==> config.mk <==
export PLATFORM = sky130hd
export DESIGN_NAME = piso_serializer
export DESIGN_NICKNAME = d
export VERILOG_FILES = /design/src/rtl/piso_serializer.sv
export SDC_FILE = /design/constraint.sdc
export NUM_CORES = 1
export LEC_CHECK = 0
export BUFFER_PORTS_ARGS = -buffer_cell sky130_fd_sc_hd__buf_2
export CAP_MARGIN = 10
export CORE_ASPECT_RATIO = 0.9
export CORE_UTILIZATION = 30
export DETAILED_ROUTE_END_ITERATION = 10
export GPL_ROUTABILITY_DRIVEN = 0
export PLACE_DENSITY_LB_ADDON = 0.3
export SYNTH_ARGS = -nofsm -noshare
export SYNTH_HDL_FRONTEND = slang
export SYNTH_SLANG_ARGS = --single-unit
==> constraint.sdc <==
create_clock -name clk -period 1.93 [get_ports clk]
set_clock_uncertainty 0.05 [all_clocks]
set_input_delay 0.579 -clock clk [delete_from_list [all_inputs] [get_ports clk]]
set_output_delay 0.579 -clock clk [all_outputs]
set_load 0.02 [all_outputs]
==> src/rtl/piso_serializer.sv <==
`default_nettype none
// +--------------------------------------------------------------------------+
// | Module   : piso_serializer                                               |
// | Brief    : Captures a WIDTH-bit word over valid/ready and emits it one   |
// |            bit per accepted beat. Define SER_PARITY_EN to append an      |
// |            even-parity beat after the data bits.                         |
// | Revision : 1.0 - initial release                                         |
// +--------------------------------------------------------------------------+
module piso_serializer #(
    parameter int WIDTH     = 4,
    parameter int LSB_FIRST = 1
) (
    input  logic             clk,
    input  logic             rst,
    input  logic             in_valid,
    output logic             in_ready,
    input  logic [WIDTH-1:0] in_data,
    output logic             out_valid,
    input  logic             out_ready,
    output logic             out_bit,
    output logic             busy,
    output logic             done
);

    localparam int c_cnt_w = $clog2(WIDTH + 2);
`ifdef SER_PARITY_EN
    localparam int c_nbits = WIDTH + 1;
`else
    localparam int c_nbits = WIDTH;
`endif
    localparam logic [c_cnt_w-1:0] c_cnt_load = c_cnt_w'(c_nbits);
    localparam logic [c_cnt_w-1:0] c_cnt_one  = c_cnt_w'(1);

    typedef enum logic [1:0] {
        S_IDLE  = 2'd0,
        S_SHIFT = 2'd1,
        S_DONE  = 2'd2
    } state_t;

    state_t               r_state;
    state_t               w_state_next;
    logic [WIDTH-1:0]     r_sreg;
    logic [WIDTH-1:0]     w_sreg_next;
    logic [WIDTH-1:0]     w_sreg_shifted;
    logic [c_cnt_w-1:0]   r_cnt;
    logic [c_cnt_w-1:0]   w_cnt_next;
    logic                 w_end_bit;
    logic                 w_emit_bit;

    // The emitted end of the register and the zero-filled shift toward it.
    generate
        if (LSB_FIRST != 0) begin : g_lsb_first
            assign w_end_bit      = r_sreg[0];
            assign w_sreg_shifted = {1'b0, r_sreg[WIDTH-1:1]};
        end else begin : g_msb_first
            assign w_end_bit      = r_sreg[WIDTH-1];
            assign w_sreg_shifted = {r_sreg[WIDTH-2:0], 1'b0};
        end
    endgenerate

`ifdef SER_PARITY_EN
    logic r_parity;

    // The final beat (cnt==1) carries the parity captured at load time.
    assign w_emit_bit = (r_cnt == c_cnt_one) ? r_parity : w_end_bit;

    always_ff @(posedge clk) begin
        if (rst) begin
            r_parity <= 1'b0;
        end else if (r_state == S_IDLE && in_valid) begin
            r_parity <= ^in_data;
        end
    end
`else
    assign w_emit_bit = w_end_bit;
`endif

    always_ff @(posedge clk) begin
        if (rst) begin
            r_state <= S_IDLE;
            r_sreg  <= '0;
            r_cnt   <= '0;
        end else begin
            r_state <= w_state_next;
            r_sreg  <= w_sreg_next;
            r_cnt   <= w_cnt_next;
        end
    end

    // Outputs depend on registered state only; inputs steer next-state alone.
    always_comb begin
        w_state_next = r_state;
        w_sreg_next  = r_sreg;
        w_cnt_next   = r_cnt;
        in_ready     = 1'b0;
        out_valid    = 1'b0;
        out_bit      = 1'b0;
        busy         = 1'b0;
        done         = 1'b0;

        case (r_state)
            S_IDLE: begin
                in_ready = 1'b1;
                if (in_valid) begin
                    w_sreg_next  = in_data;
                    w_cnt_next   = c_cnt_load;
                    w_state_next = S_SHIFT;
                end
            end
            S_SHIFT: begin
                out_valid = 1'b1;
                busy      = 1'b1;
                out_bit   = w_emit_bit;
                if (out_ready) begin
                    w_sreg_next = w_sreg_shifted;
                    w_cnt_next  = r_cnt - c_cnt_one;
                    if (r_cnt == c_cnt_one) begin
                        w_state_next = S_DONE;
                    end
                end
            end
            S_DONE: begin
                done         = 1'b1;
                busy         = 1'b1;
                w_state_next = S_IDLE;
            end
            default: begin
                w_state_next = S_IDLE;
            end
        endcase
    end

endmodule
`default_nettype wire

==> results.py <==
metrics = {
    "synth": {
        "yosys_warnings": 0,
        "syn-cell-area_um2": 607,
        "ys_seq_elements": 9,
        "synthCells": 65,
        "syn_area_per_cell_um2": 9.34,
        "netlist.area_leader.share_pct": 29.7,
        "syn-num-nets": 79,
        "synthTopCellsByArea": "dfxtp_1 (30%), ha_1 (12%), mux2i_1 (8.2%), nand2b_1 (7.2%), a311oi_1 (4.3%)",
        "yosysTopAreaCell": "dfxtp_1",
        "synth_cell_type_count": 26,
        "ys_seq_area_share_pct": 29.7,
    },
    "final_layout": {
        "final_common_cell": "buf_2",
        "fin_nets": 94,
        "layout_common_cells": "buf_2 (12), dfxtp_1 (9), nand2b_1 (7)",
        "fillers": 216,
        "insertedDiodeCount": 0,
        "finalInstanceArea_um2": 712,
        "synthToLayoutAreaGrowth_pct": 17.3,
        "drive_gt1_share_pct": 25.3,
    },
    "global_route": {
        "grt_pass1_vias": 408,
        "grt_max_degree": 15,
        "track_usage_pct": 12.0,
        "grt.overflow.total": 0,
        "antenna_found_initial": 0,
        "grt_first_pass_wirelength_um": 1860,
    },
    "placed_design": {
        "port_buffers": 12,
        "dpl.hpwl_um": 872,
        "placed_cell_area_um2": 683,
        "dp_slack_ps": 317,
    },
    "detailed_routing": {
        "drt_pass1_iterations": 3,
        "wire_per_inst_um": 11.4,
        "drc_errors": 0,
        "viasPerCell": 4.83,
        "vias": 502,
        "detail-route-antenna-nets": 0,
        "drtIter0Drc": 10,
        "wl_um": 1190,
    },
    "power": {
        "power_density_nw_per_um2": 1400,
        "p_leak_nw": 0.284,
        "ir_drop_v": 0.000535,
        "total_power_uw": 994,
    },
    "sta": {
        "layout_setup_ws_ps": 73.5,
        "fmax_mhz": 539,
        "slew_headroom_pct": 77.4,
        "tightest_slew_ps": 340,
        "period_minus_slack_ps": 1860,
        "fin_crit_sh_pct": 96.2,
        "finalHoldViolCount": 0,
        "finalSetupViolCount": 0,
        "final.setup.tns_ps": 0,
        "rsz0062_at_grt": "false",
        "finalMaxSlewViolations": 0,
    },
    "clock_tree": {
        "cts_htree_levels": 1,
        "cts.sinks": 9,
        "clockBufferDepth": 2,
        "clock_latency_ps": 260,
        "path_clk_slew_ps": 60,
        "ctsRootBufferMaster": "clkbuf_4",
        "cts_made_buffers": 3,
        "cts_tree": "done",
    },
    "job": {
        "cap_violations": 0,
    },
    "run_status": {
        "status": "completed",
    },
    "die": {
        "die_w_um": 49.4,
        "ioPinCount": 13,
        "die_h_um": 44.7,
        "core_um2": 1910,
        "start_util_pct": 31.7,
        "rows": 15,
        "design.die.area_um2": 2210,
    },
    "worst_setup_path": {
        "startpoint_type": "flop",
        "worst_setup_path_end_kind": "output pin",
        "cp.arrival_ps": 1230,
        "crit_type": "flop to output pin",
        "cp_max_fo": 6,
        "required_ps": 1300,
    },
    "worst_hold_path": {
        "hp-class": "flop to flop",
    },
}
-- Yosys cell counts --
cell / number
nand4_1: 1
mux2i_1: 5
buf_4: 1
clkbuf_1: 1
or2b_1: 1
and2_1: 1
inv_1: 5
dfxtp_1: 9
a21o_1: 2
nand2_1: 2
a311oi_1: 3
ha_1: 6
a21oi_1: 5
and2b_1: 1
mux2_4: 1
o21ai_0: 2
o32ai_1: 1
nand2b_1: 7
buf_6: 1
nor2b_1: 1
a31oi_1: 2
a31o_2: 1
nand4b_1: 1
nor3b_1: 1
a311oi_2: 1
nand3b_1: 3
-- worst max-delay path, stage by stage, from the launching register on --
cell and delay, ps:
dfxtp_1 400, inv_1 80, ha_1 290, buf_2 200
-- cells by family (layout without fill, tap and decap cells) --
group | after synthesis | after routing | synth area share, %
buffers and inverters | 8 | 22 | 6.80
AOI/OAI and AO/OA | 17 | 17 | 20.0
muxes | 6 | 6 | 10.7
DFF | 9 | 9 | 29.7
and+or+nand+nor | 19 | 19 | 20.4
adders and majority gates | 6 | 6 | 12.4
-- path summary, 6_finish.rpt --
| path | startpoint | endpoint | slack (ps) | cells after the start |
|---|---|---|---|---|
| setup / recovery | r_state[0] | in_ready | 70 | 3 |
| hold / removal | r_state[1] | r_state[1] | 450 | 2 |
| setup reg to reg | r_state[0] | r_state[1] | 310 | 5 |
| hold reg to reg | r_state[1] | r_state[1] | 450 | 2 |
-- through the flow --
step	utilization, %	hold WS [ps]	instances
floorplan	-	416	65
global placement	35.7	438	100
detailed placement	35.7	447	100
CTS	37.1	455	104
global route	37.2	470	104
finish	37.2	447	104
-- sequential cells by signal, indices dropped and copies added, names as in the netlist --
signal   flops
r_sreg       4
r_cnt        3
r_state      2
-- routing by layer --
| metal | up-vias | part of all wire (%) | track usage, % |
|---|---|---|---|
| met4 | 0 | 1.0 | 5.14 |
| li1 | 262 | - | - |
| met5 | - | 0 | 0 |
| met3 | 2 | 5.6 | 7.22 |
| met1 | 228 | 49 | 14.8 |
| met2 | 10 | 44 | 16.7 |
-- report_power, final --
group | total [mW] | switching [mW] | leakage, nW | internal, mW
registers | 0.294 | 0.0454 | 0.0741 | 0.249
logic | 0.548 | 0.308 | 0.195 | 0.240
clock network | 0.152 | 0.0721 | 0.0150 | 0.0800
-- layout make-up --
class | instances | area [µm²] | share of cell area, %
Clock buffer | 4 | 26.3 | 3.69
Inverter | 5 | 18.8 | 2.64
Multi-Input combinational cell | 48 | 388 | 54.5
Sequential cell | 9 | 180 | 25.3
Tap cell | 25 | 31.3 | 4.39
Timing Repair Buffer | 13 | 67.6 | 9.49
-- what timing repair did --
action | CTS | global route
endpoints found under the setup margin | 0 | 1
buffers inserted | 0 | 0
hold buffers | 0 | 0
gates resized for setup | 0 | 1
Note: power is estimated with default switching activity, not from simulation.
